<file path="src/rtl/cache_line_mover.sv">
// Refill/writeback engine for one cache way: optionally writes the victim line
// back to memory word by word, then fetches the new line into the way and installs its tag.
module cache_line_mover #(
  parameter int unsigned LINES           = 2,
  parameter int unsigned WORDS_PER_BLOCK = 32,
  parameter int unsigned TAG_LENGTH      = 32
) (
  input  logic                  clk,
  input  logic                  rst,
  input  logic                  req,
  input  logic                  req_wb,
  input  logic [31:0]           req_wb_addr,
  input  logic [31:0]           req_fill_addr,
  input  logic [TAG_LENGTH-1:0] req_tag,
  output logic                  busy,
  output logic                  done,
  output logic                  way_en,
  output logic [31:0]           way_a,
  output logic [31:0]           way_d,
  output logic                  way_we,
  input  logic [31:0]           way_spo,
  output logic                  way_tag_we,
  output logic [TAG_LENGTH-1:0] way_tag_in,
  output logic [31:0]           mem_a,
  output logic [31:0]           mem_d,
  output logic                  mem_we,
  output logic                  mem_rd,
  input  logic [31:0]           mem_spo,
  input  logic                  mem_ready
);

  localparam int unsigned OW         = $clog2(WORDS_PER_BLOCK);
  localparam int unsigned CW         = (OW > 0) ? OW : 1;
  localparam int unsigned LINE_BYTES = WORDS_PER_BLOCK * 4;
  localparam logic [31:0] LINE_MASK  = 32'(LINE_BYTES - 1);
  localparam logic [31:0] WAY_MASK   = 32'(LINES * LINE_BYTES - 1);
  localparam logic [CW-1:0] CNT_LAST = CW'(WORDS_PER_BLOCK - 1);

  typedef enum logic [2:0] {
    S_IDLE, S_WB_ADDR, S_WB_LAT, S_WB_REQ, S_FILL_REQ, S_FILL_WR, S_TAG, S_DONE
  } state_t;

  state_t          state, state_nxt;
  logic [CW-1:0]   cnt, cnt_nxt;
  logic [31:0]     wb_base, wb_base_nxt;
  logic [31:0]     fill_base, fill_base_nxt;
  logic            cnt_last;
  logic            accept;
  logic [31:0]     wb_word_nxt, fill_word_nxt;

  logic                  busy_nxt, done_nxt, way_en_nxt, way_we_nxt, way_tag_we_nxt;
  logic                  mem_we_nxt, mem_rd_nxt;
  logic [31:0]           way_a_nxt, way_d_nxt, mem_a_nxt, mem_d_nxt;
  logic [TAG_LENGTH-1:0] way_tag_in_nxt;

  assign cnt_last = (cnt == CNT_LAST);
  assign accept   = (state == S_IDLE) && req;

  // State, word counter and latched line bases
  always_ff @(posedge clk or negedge rst) begin
    if (!rst) begin
      state     <= S_IDLE;
      cnt       <= '0;
      wb_base   <= '0;
      fill_base <= '0;
    end else begin
      state     <= state_nxt;
      cnt       <= cnt_nxt;
      wb_base   <= wb_base_nxt;
      fill_base <= fill_base_nxt;
    end
  end

  // Next state; the counter advances only as a word completes
  always_comb begin
    state_nxt     = state;
    cnt_nxt       = cnt;
    wb_base_nxt   = wb_base;
    fill_base_nxt = fill_base;
    case (state)
      S_IDLE: begin
        if (req) begin
          state_nxt     = req_wb ? S_WB_ADDR : S_FILL_REQ;
          cnt_nxt       = '0;
          wb_base_nxt   = req_wb_addr & ~LINE_MASK;
          fill_base_nxt = req_fill_addr & ~LINE_MASK;
        end
      end
      S_WB_ADDR: state_nxt = S_WB_LAT;
      S_WB_LAT:  state_nxt = S_WB_REQ;
      S_WB_REQ: begin
        if (mem_ready) begin
          if (cnt_last) begin
            cnt_nxt   = '0;
            state_nxt = S_FILL_REQ;
          end else begin
            cnt_nxt   = cnt + CW'(1);
            state_nxt = S_WB_ADDR;
          end
        end
      end
      S_FILL_REQ: begin
        if (mem_ready) state_nxt = S_FILL_WR;
      end
      S_FILL_WR: begin
        if (cnt_last) begin
          cnt_nxt   = '0;
          state_nxt = S_TAG;
        end else begin
          cnt_nxt   = cnt + CW'(1);
          state_nxt = S_FILL_REQ;
        end
      end
      S_TAG:   state_nxt = S_DONE;
      S_DONE:  state_nxt = S_IDLE;
      default: state_nxt = S_IDLE;
    endcase
  end

  assign wb_word_nxt   = wb_base_nxt | (32'(cnt_nxt) << 2);
  assign fill_word_nxt = fill_base_nxt | (32'(cnt_nxt) << 2);

  // Output decode from the upcoming state so every output leaves a flop
  always_comb begin
    busy_nxt       = 1'b0;
    done_nxt       = 1'b0;
    way_en_nxt     = 1'b0;
    way_we_nxt     = 1'b0;
    way_tag_we_nxt = 1'b0;
    mem_we_nxt     = 1'b0;
    mem_rd_nxt     = 1'b0;
    way_a_nxt      = way_a;
    mem_a_nxt      = mem_a;
    mem_d_nxt      = mem_d;
    way_d_nxt      = way_d;
    way_tag_in_nxt = way_tag_in;
    case (state_nxt)
      S_WB_ADDR: begin
        busy_nxt   = 1'b1;
        way_en_nxt = 1'b1;
        way_a_nxt  = fill_word_nxt & WAY_MASK;
      end
      S_WB_LAT: busy_nxt = 1'b1;
      S_WB_REQ: begin
        busy_nxt   = 1'b1;
        mem_we_nxt = 1'b1;
        mem_a_nxt  = wb_word_nxt;
      end
      S_FILL_REQ: begin
        busy_nxt   = 1'b1;
        mem_rd_nxt = 1'b1;
        mem_a_nxt  = fill_word_nxt;
      end
      S_FILL_WR: begin
        busy_nxt   = 1'b1;
        way_en_nxt = 1'b1;
        way_we_nxt = 1'b1;
        way_a_nxt  = fill_word_nxt & WAY_MASK;
      end
      S_TAG: begin
        busy_nxt       = 1'b1;
        way_en_nxt     = 1'b1;
        way_tag_we_nxt = 1'b1;
        way_a_nxt      = fill_word_nxt & WAY_MASK;
      end
      S_DONE:  done_nxt = 1'b1;
      default: ;
    endcase
    // Way read data lands one cycle after the address, i.e. during WB_LAT
    if (state == S_WB_LAT) mem_d_nxt = way_spo;
    if ((state == S_FILL_REQ) && mem_ready) way_d_nxt = mem_spo;
    if (accept) way_tag_in_nxt = req_tag;
  end

  // Output registers
  always_ff @(posedge clk or negedge rst) begin
    if (!rst) begin
      busy       <= 1'b0;
      done       <= 1'b0;
      way_en     <= 1'b0;
      way_we     <= 1'b0;
      way_tag_we <= 1'b0;
      mem_we     <= 1'b0;
      mem_rd     <= 1'b0;
      way_a      <= '0;
      way_d      <= '0;
      way_tag_in <= '0;
      mem_a      <= '0;
      mem_d      <= '0;
    end else begin
      busy       <= busy_nxt;
      done       <= done_nxt;
      way_en     <= way_en_nxt;
      way_we     <= way_we_nxt;
      way_tag_we <= way_tag_we_nxt;
      mem_we     <= mem_we_nxt;
      mem_rd     <= mem_rd_nxt;
      way_a      <= way_a_nxt;
      way_d      <= way_d_nxt;
      way_tag_in <= way_tag_in_nxt;
      mem_a      <= mem_a_nxt;
      mem_d      <= mem_d_nxt;
    end
  end

endmodule
</file>
<file path="config.mk">
export PLATFORM = sky130hd
export DESIGN_NAME = cache_line_mover
export DESIGN_NICKNAME = d
export VERILOG_FILES = /design/src/rtl/cache_line_mover.sv
export SDC_FILE = /design/constraint.sdc
export NUM_CORES = 1
export LEC_CHECK = 0
export ABC_AREA = 1
export BUFFER_PORTS_ARGS = -buffer_cell sky130_fd_sc_hd__buf_4
export CORE_MARGIN = 2
export CORE_UTILIZATION = 50
export CTS_CLUSTER_DIAMETER = 50
export DETAILED_ROUTE_END_ITERATION = 12
export GPL_TIMING_DRIVEN = 0
export PLACE_DENSITY = 0.85
export SYNTH_ARGS = -nofsm -noshare
export SYNTH_HDL_FRONTEND = slang
export SYNTH_SLANG_ARGS = --single-unit
</file>
<file path="constraint.sdc">
create_clock -name clk -period 2.8 [get_ports clk]
set_input_delay 0.14 -clock clk [delete_from_list [all_inputs] [get_ports clk]]
set_output_delay 0.14 -clock clk [all_outputs]
set_load 0.05 [all_outputs]
</file>
==> impl_results.md, run 1 <==
- TritonCTS buffer count: 25
- Multi-input logic area: 3290 um^2
- Initial antenna violation count: 3
- Min-delay worst type: in2reg
- R2r setup slk: 0.36 ns
- Critical path fanouts, max: 10
- Mapped Avg Cell Area: 9.68 um^2
- First-pass GRT wire length: 44900 um
- Leading area contributor after synthesis: dfrtp_1
- Final Hold Fails: 0
- Sink Count: 215
- CTS max path bufs: 3
- Initial Utilization: 50.9%
- Measured slew at the worst slew-check pin: 0.916 ns
- Leak pwr: 0.00769 uW
- Tmin final: 2.44 ns
- GRT Total Usage: 28.8%
- Max-cap violations: 0
- GPL Wtd Cong: 0.872
- Post-synth top area share: 58.8%
- Largest net degree at the start of global routing: 121
- Slew headroom: 38.9%
- Vias per inst: 4.91
- Final slew viol count: 0
- Syn Inst Count: 945
- Clk slew on worst S/H paths: 0.06 ns
- Final wirelength: 28100 um
- Hold-fix buffers at CTS: 148
- Core ar.: 18000 um^2
- IO buf count: 292
- Setup Skew: 0.0102 ns
- Distinct cells, synth: 31
- Flop and latch count out of synthesis: 215
- Share of post-route cells with drive strength above 1: 34.4%
- Pre-antenna DRT Iters: 4
- 1st-iter DRT viols: 330
- Nets: 1603
- Final instance area: 14000 um^2
- Worst VDD drop: 793 uV
- Final period util: 87.2%
- Mapped Area: 9150 um^2
- Fill cells: 1070
- CP endpoint kind: flop
- Skew-Pair Late Insertion Delay: 0.51 ns
- Area Overhead vs Synth: 53.5%
- Vias: 8274
- CTS tree: built
- Max Fclk: 0.410 GHz
- Reg area: 5380 um^2
- Status: completed
- Cell Rows: 49
- Average wire per standard cell: 16.7 um
- RSZ-0062 raised after global routing: false
- Congestion Overflow GR: 0
- Area of placed instances: 11800 um^2
- Most common cell after layout, fill and taps aside: nand2_1
- Die area: 19400 um^2
- DR DRC count: 0
- Pwr dens: 1310 nW/um^2
- Die span in x: 139 um
- Largest cells by area after synthesis: dfrtp_1 59%, nand2_1 19%, mux2_2 3.9%
- Ports: 332
- Sequential fraction of the synthesis area: 58.8%
- Post-CTS Resized: 0
- H-tree depth: 1
- Chip height: 139 um
- Post-route setup TNS: 0 ns
- Final setup fails: 0
- CP Class: reg2reg
- CP Data Arrival Time: 2.88 ns
- CP required: 3.23 ns
- Startpoint types: flop
- Clk root buf: clkbuf_16
- DP HPWL: 16800 um
- # Post-CTS Setup Buffers: 0
- Post-DRT Antenna Nets: 0
- Vias in the first global route: 8805
- Synth warn: 0
- Most frequent cells in the layout: 457 x nand2_1, 320 x buf_4, 215 x dfrtp_1, 148 x dlygate4sd3_1, 32 x mux2_2
worst paths after layout:
kind / startpoint / to / cells past startpoint
max in group asynchronous: rst / wb_base[6]$_DFF_PN0_ / 3
max: cnt[0]$_DFF_PN0_ / mem_a[25]$_DFFE_PN0P_ / 15
max reg2reg: cnt[0]$_DFF_PN0_ / mem_a[25]$_DFFE_PN0P_ / 15
min reg2reg: fill_base[3]$_DFF_PN0_ / fill_base[3]$_DFF_PN0_ / 2
min in group asynchronous: rst / way_tag_in[2]$_DFFE_PN0P_ / 2
min: req / state[2]$_DFF_PN0_ / 3
layer usage:
| layer | global-route usage [%] | wire length (um) |
|---|---|---|
| met4 | 14.0 | 1250 |
| met3 | 5.44 | 1640 |
| met1 | 33.5 | 10500 |
| met5 | 0 | 0 |
| met2 | 51.2 | 14700 |
metrics by stage:
step	setup WS, ns	cells	hold slack [ns]	util, %	total power [uW]
4_1_cts	0.369	1682	0.0375	78.1	18200
5_1_grt	0.123	1685	0.0617	78.2	19200
3_3_place_gp	0.0593	1489	0.335	65.2	14500
6_report	0.359	1686	0.0481	78.2	18300
2_1_floorplan	0.697	968	-0.156	-	12000
3_5_place_dp	0.423	1490	0.299	65.4	14800
registers in the layout, summed over array words and instances, names as in the netlist:
register	count
fill_base	32
mem_we	1
wb_base	32
done	1
way_en	1
way_we	1
way_a	8
mem_a	32
busy	1
cnt	5
way_tag_we	1
state	3
way_tag_in	32
mem_d	32
mem_rd	1
way_d	32
area by class of cell:
| type | instances | share of cell area [%] |
|---|---|---|
| antenna | 4 | 0.0713 |
| buffer | 65 | 3.08 |
| clock buffer | 33 | 4.88 |
| clock inverter | 11 | 0.846 |
| inverter | 34 | 0.944 |
| multi-input combinational | 654 | 23.4 |
| sequential | 215 | 38.3 |
| tap | 229 | 2.04 |
| timing repair buffer | 441 | 26.4 |
cell usage after synthesis:
cell / instances
nand2_1: 457
dfrtp_1: 215
mux2_2: 32
nand3_2: 31
inv_1: 30
buf_4: 29
nand2_4: 24
nand3_1: 23
nor2_1: 22
buf_2: 17
nand2_2: 15
clkbuf_1: 13
nand4_1: 6
nor2_4: 4
inv_2: 3
a21oi_1: 2
buf_12: 2
buf_6: 2
ha_1: 2
nand3_4: 2
nor2_8: 2
nor3_1: 2
o21ai_0: 2
a21oi_2: 1
buf_1: 1
buf_8: 1
clkinv_4: 1
conb_1: 1
nand4_4: 1
nor2_2: 1
o21ai_1: 1
critical path, cell delays in order (launching register included):
cell and delay [ns]:
dfrtp_1 0.42, ha_1 0.17, inv_1 0.06, nor3_1 0.14, ha_1 0.27, inv_1 0.13
nand2_1 0.12, nand2_1 0.06, nand2_1 0.08, nand2_2 0.06, nor2_4 0.14, nand3_4 0.10
nor2_8 0.19, buf_4 0.22, nand2_1 0.11, nand3_2 0.10
logic make-up after synthesis:
group	synth area share [%]
adders and majority gates	0.273
DFF	58.8
and+or+nand+nor	30.4
muxes	3.94
buffers and inverters	6.18
AOI/OAI and AO/OA	0.369
other	0.0410
power by group:
part,switching (uW),leakage [uW],internal [uW],total (uW)
Sequential,779,0.00271,4470,5250
Clock,1280,0.000402,1910,3190
Combinational,6770,0.00458,3120,9880
Total,8830,0.00769,9500,18300
No activity file was read; power rests on OpenSTA's default activity.
==> run 2: changes to the inputs <==
--- a/config.mk
+++ b/config.mk
@@ -5,14 +5,14 @@
 export SDC_FILE = /design/constraint.sdc
 export NUM_CORES = 1
 export LEC_CHECK = 0
-export ABC_AREA = 1
 export BUFFER_PORTS_ARGS = -buffer_cell sky130_fd_sc_hd__buf_4
+export CAP_MARGIN = 20
 export CORE_MARGIN = 2
-export CORE_UTILIZATION = 50
+export CORE_UTILIZATION = 49
 export CTS_CLUSTER_DIAMETER = 50
 export DETAILED_ROUTE_END_ITERATION = 12
 export GPL_TIMING_DRIVEN = 0
-export PLACE_DENSITY = 0.85
+export PLACE_DENSITY = 0.84
 export SYNTH_ARGS = -nofsm -noshare
 export SYNTH_HDL_FRONTEND = slang
 export SYNTH_SLANG_ARGS = --single-unit
==> run 2 against run 1 <==
  * Critical path depth fell by 6
  * Area after synthesis fell by 5.1%
  * Non-clock buffer count rose by 4
  * Sequential share of layout area rose by 1.3 points
  * Clock power rose by 2%
  * Wire length fell by 0.97%
  * Power fell by 3.3%
  * Critical endpoint is now mem_a[20]$_DFFE_PN0P_
==> impl_results.md, run 2 <==
- Status: completed
- Largest cells by area after synthesis: dfrtp_1 62%, nand2_1 11%, mux2_2 8.6%
- Mapped Area: 8690 um^2
- Clk slew on worst S/H paths: 0.06 ns
- Pre-CTS setup slack: 0.178 ns
- Worst VDD drop: 971 uV
- Leak pwr: 0.00710 uW
- Ys async rst share: 100%
- Final Hold Fails: 0
- Die span in x: 137 um
- Final worst slack: 0.153 ns
- Power Total: 17700 uW
- Critical path fanouts, max: 10
- Congestion Overflow GR: 0
- IO buf count: 292
- Diode count: 0
- Final period util: 94.5%
- TritonCTS buffer count: 24
- Die area: 18800 um^2
- Met2 WL: 14300 um
- Skew-Pair Late Insertion Delay: 0.50 ns
- Post-DRT Antenna Nets: 0
- Vias per inst: 5.23
- Mux contribution to synthesized area: 8.67%
- Finished Core Util: 78.6%
- Ys flop type: dfrtp_1
- RSZ-0062 raised after global routing: false
- Cell Rows: 48
- Average wire per standard cell: 18.5 um
- Met3 Wirelength: 1970 um
- Measured slew at the worst slew-check pin: 0.820 ns
- Final wirelength: 27800 um
- Post-route setup TNS: 0 ns
- Initial antenna violation count: 0
- CP Data Arrival Time: 3.02 ns
- DP HPWL: 16100 um
- Synth Area in XOR/XNOR: 0%
- Min-delay worst type: in2reg
- Synth warn: 0
- CTS tree: built
- Largest family of logic cells by synthesized area: simple AND/OR/NAND/NOR gates
- 1st-iter DRT viols: 432
- Setup Skew: 0.0108 ns
- Adder-Cell Fraction of Synth Area: 0.288%
- Metal-1 WL: 10200 um
- Area of placed instances: 11300 um^2
- Most common cell after layout, fill and taps aside: buf_4
- GPL Wtd Cong: 0.800
- GRT Total Usage: 29.0%
- H-tree depth: 1
- Synth top cells by count: 255 x nand2_1, 215 x dfrtp_1, 66 x mux2_2
- Compound-cell area share of the yosys netlist: 6.47%
- Sequential fraction of the synthesis area: 61.9%
- Post-synth top area share: 61.9%
- Leading area contributor after synthesis: dfrtp_1
- Initial Utilization: 50.2%
- Core ar.: 17300 um^2
- CP Class: reg2reg
- Slew headroom: 45.3%
- Vias: 7860
- Most frequent cells in the layout: 315 x buf_4, 255 x nand2_1, 215 x dfrtp_1, 148 x dlygate4sd3_1, 66 x mux2_2
- Top-count cell post-synth: nand2_1
- Ports: 332
- Final instance area: 13600 um^2
- DR DRC count: 0
- Post-synth EDFFs: 0
- Clk root buf: clkbuf_16
- Largest net degree at the start of global routing: 110
- Pwr dens: 1300 nW/um^2
- Syn Inst Count: 771
- Max Fclk: 0.378 GHz
- Mapped Avg Cell Area: 11.3 um^2
- Tmin final: 2.65 ns
- Area Overhead vs Synth: 56.4%
- Distinct cells, synth: 49
- CP endpoint kind: flop
- CTS max path bufs: 3
- Flop and latch count out of synthesis: 215
- Pre-antenna DRT Iters: 5
- Vias in the first global route: 8392
- Startpoint types: flop
- Nets: 1428
- Fill cells: 987
- Chip height: 137 um
- Max-cap violations: 0
- # Post-CTS Setup Buffers: 0
- Top Metal Used: met4
- Final slew viol count: 0
- CP required: 3.18 ns
- First-pass GRT wire length: 42500 um
- Sink Count: 215
- Final setup fails: 0
- Post-synthesis simple-gate area fraction: 17.4%
- Share of post-route cells with drive strength above 1: 36.5%
-- run 2: cell count changes in the layout (fill, tap and decap cells not counted), moves of 18 or more --
cell	before	now
a221o_1	0	28
and3_1	0	27
inv_1	30	12
mux2_2	32	66
nand2_1	457	255
nand2_4	24	0
nand3_1	23	0
nand3_2	31	0
-- run 2: path summary, 6_finish.rpt --
path | slack, ns | to | depth (start not counted) | startpoint
min in group asynchronous | 0.32 | mem_d[10]$_DFFE_PN0P_ | 2 | rst
worst max-delay path | 0.15 | mem_a[20]$_DFFE_PN0P_ | 9 | cnt[0]$_DFF_PN0_
worst min-delay path | 0.12 | busy$_DFF_PN0_ | 3 | mem_ready
worst max register to register | 0.15 | mem_a[20]$_DFFE_PN0P_ | 9 | cnt[0]$_DFF_PN0_
max in group asynchronous | 1.47 | fill_base[0]$_DFF_PN0_ | 3 | rst
worst min register to register | 0.47 | fill_base[23]$_DFF_PN0_ | 2 | fill_base[23]$_DFF_PN0_
-- run 2: logic make-up after synthesis --
group	Yosys count
other cells	1
flops	215
simple gates	342
fa+ha+maj	2
compound gates	62
buf+inv	82
mux	67
-- run 2: metrics by stage --
| stage | std cells | hold slack (ns) |
|---|---|---|
| after global placement | 1311 | 0.330 |
| after floorplan | 794 | -0.156 |
| final | 1503 | 0.115 |
| after global routing | 1503 | 0.133 |
| after detailed placement | 1312 | 0.267 |
| after CTS | 1503 | 0.0844 |
-- run 2: power by group --
part / switching [uW] / total [uW] / internal, uW
clock: 1280 / 3250 / 1970
sequential: 706 / 5160 / 4450
combinational: 6230 / 9310 / 3080
-- run 2: area by class of cell --
class / instances / area (um^2) / share of cell area [%]
Tap cell: 225 / 282 / 2.07
Multi-Input combinational cell: 497 / 2940 / 21.6
Clock inverter: 14 / 161 / 1.19
Inverter: 13 / 48.8 / 0.359
Buffer: 69 / 409 / 3.01
Timing Repair Buffer: 441 / 3710 / 27.3
Clock buffer: 29 / 661 / 4.86
Sequential cell: 215 / 5380 / 39.6
-- run 2: metal layers --
layer	vias up	GRT usage (%)
li1	3524	-
met5	-	0
met4	0	14.9
met3	116	6.30
met1	3825	33.4
met2	395	50.7
-- run 2: timing repair --
item / CTS / global route
hold buffers: 148 / 0
resized for setup: 0 / 2
setup endpoints to repair: 0 / 1
hold endpoints to repair: 269 / 0
-- run 2: critical path, cell delays in order (launching register included) --
cell,delay (ns)
dfrtp_1,0.38
ha_1,0.19
and3_1,0.16
ha_1,0.20
nor4bb_1,0.07
o21ai_1,0.21
nor4b_4,0.57
a21oi_4,0.21
buf_6,0.21
a221o_1,0.31
==> run 3: changes to the inputs <==
--- a/config.mk
+++ b/config.mk
@@ -7,9 +7,9 @@
 export LEC_CHECK = 0
 export BUFFER_PORTS_ARGS = -buffer_cell sky130_fd_sc_hd__buf_4
 export CAP_MARGIN = 20
-export CORE_MARGIN = 2
+export CORE_MARGIN = 1.5
 export CORE_UTILIZATION = 49
-export CTS_CLUSTER_DIAMETER = 50
+export CTS_CLUSTER_DIAMETER = 150
 export DETAILED_ROUTE_END_ITERATION = 12
 export GPL_TIMING_DRIVEN = 0
 export PLACE_DENSITY = 0.84
==> run 3 against run 2 <==
  * Die area is 1.5% lower
  * Hold slack better by 0.015 ns
  * Critical path depth rose by 1
  * Sequential cell count unchanged
  * Non-clock buffer count is 1 higher
==> impl_results.md, run 3 (same netlist as run 2, synthesis figures left out) <==
- Final period util: 93.9%
- Placed insts: 1312
- Diode count: 0
- Startpoint types: flop
- IO buf count: 292
- Initial antenna violation count: 0
- Final setup fails: 0
- 1st-iter DRT viols: 416
- Initial Utilization: 50.2%
- Nets: 1428
- Vias in the first global route: 8227
- Slew headroom: 53.2%
- CP Launch Point: cnt[0]$_DFF_PN0_
- Critical path fanouts, max: 10
- Die span in x: 136 um
- Largest net degree at the start of global routing: 124
- Most frequent cells in the layout: 316 x buf_4, 255 x nand2_1, 215 x dfrtp_1, 148 x dlygate4sd3_1, 66 x mux2_2
- H-tree depth: 1
- Fill cells: 1015
- Core ar.: 17300 um^2
- Worst r2r path cells: 10
- CTS tree: built
- Chip height: 136 um
- DR DRC count: 0
- Internal: 9470 uW
- Average wire per standard cell: 18.1 um
- CTS max path bufs: 3
- Flop pwr share: 29.2%
- Clock power frac: 17.8%
- R2r setup slk: 0.17 ns
- Logic pwr share: 53.0%
- Sink Count: 215
- Worst R2R Start: cnt[0]$_DFF_PN0_
- CP Class: reg2reg
- Leak pwr: 0.00709 uW
- CP Data Arrival Time: 3.01 ns
- Sw Ratio: 46.3%
- Post-DRT Antenna Nets: 0
- Final Non-Filler Cells: 1503
- Die area: 18500 um^2
- Cell Rows: 48
- Tmin final: 2.63 ns
- TritonCTS buffer count: 23
- Setup Skew: 0.0137 ns
- Min-delay worst type: in2reg
- Final slew viol count: 0
- Post-route setup TNS: 0 ns
- Most common cell after layout, fill and taps aside: buf_4
- Hold Worst Slack: 0.130 ns
- Worst VDD drop: 974 uV
- Final wirelength: 27300 um
- Final Hold Fails: 0
- Clk slew on worst S/H paths: 0.06 ns
- DP HPWL: 16000 um
- Measured slew at the worst slew-check pin: 0.701 ns
- CP required: 3.18 ns
- Pwr dens: 1300 nW/um^2
- Pre-antenna DRT Iters: 4
- Switch Pwr: 8170 uW
- GPL Wtd Cong: 0.777
- GRT Total Usage: 29.0%
- RSZ-0062 raised after global routing: false
- R2r endpoint: mem_a[12]$_DFFE_PN0P_
- Vias per inst: 5.18
- Congestion Overflow GR: 0
- Hold endpoint: busy$_DFF_PN0_
- Max Fclk: 0.381 GHz
- HP Start: mem_ready
- CP endpoint kind: flop
- Vias: 7792
- Status: completed
- Share of post-route cells with drive strength above 1: 36.4%
- Max-cap violations: 0
- First-pass GRT wire length: 41900 um
- Skew-Pair Late Insertion Delay: 0.52 ns
- Hold path cells: 3
- Clk root buf: clkbuf_16
- Area Overhead vs Synth: 56.3%
- Ports: 332
==> run 3: changes by cell type in the layout (fill, tap and decap cells not counted) <==
cell,previous run,this run
clkbuf_8,2,7
clkinv_2,7,3
clkbuf_1,13,15
clkbuf_16,25,23
inv_6,2,0
buf_2,29,30
buf_4,315,316
buf_6,3,2
buf_8,1,2
bufinv_16,3,2
clkinvlp_4,1,0
inv_16,0,1
nor4bb_1,2,1
nor4bb_2,0,1
==> run 3: power groups by stage <==
stage	Sequential [uW]	Clock (uW)	Combinational [uW]
floorplan	8320	0	2940
global placement	5060	0	8790
detailed placement	5120	0	8970
CTS	5080	3180	9180
global route	5280	3320	9850
finish	5150	3150	9340
==> run 3: layer usage <==
layer	global-route usage [%]	part of all wire [%]	vias to the layer above
met1	33.6	38	3863
li1	-	-	3514
met3	5.48	6.5	80
met2	51.3	52	335
met4	14.2	4.5	0
met5	0	0	-
==> run 3: repair_timing <==
action / 4_1_cts / 5_1_grt
hold buffers: 148 / 0
endpoints found under the setup margin: 0 / 26
buffers inserted: 0 / 1
resized for setup: 0 / 7
endpoints found under the hold margin: 261 / 0
==> run 3: worst max-delay path, cell delays in order, from the launching register on <==
cell,delay [ns]
dfrtp_1,0.40
ha_1,0.23
and3_1,0.20
ha_1,0.23
nor4bb_2,0.27
o21ai_1,0.14
nor4b_4,0.16
buf_4,0.20
buf_2,0.19
and3_1,0.18
a221o_1,0.29
==> run 3: final cells by class <==
class	count	area [um^2]	area share, %
clock buffers	35	691	5.09
repair buffers	442	3720	27.4
multi-input cells	497	2940	21.7
plain buffers	69	414	3.05
well taps	225	282	2.07
inverters	13	48.8	0.359
clock inverters	7	106	0.783
flip-flops and latches	215	5380	39.6
==> run 3: how the worst max path moves through the flow <==
stage                                 end  slack (ns)
floorplan            mem_a[2]$_DFFE_PN0P_        0.56
global placement    mem_a[18]$_DFFE_PN0P_        0.08
detailed placement         busy$_DFF_PN0_        0.19
CTS                 mem_a[12]$_DFFE_PN0P_        0.14
global route        mem_a[12]$_DFFE_PN0P_       0.008
finish              mem_a[12]$_DFFE_PN0P_        0.17
==> run 3: metrics by stage <==
stage	power (uW)	instance area (um^2)	setup WS, ns	utilization [%]
finish	17600	13600	0.172	78.5
global route	18500	13600	0.00818	78.5
CTS	17400	13600	0.142	78.4
detailed placement	14100	11300	0.187	65.2
global placement	13800	11200	0.0798	65.0
floorplan	11300	8770	0.557	-
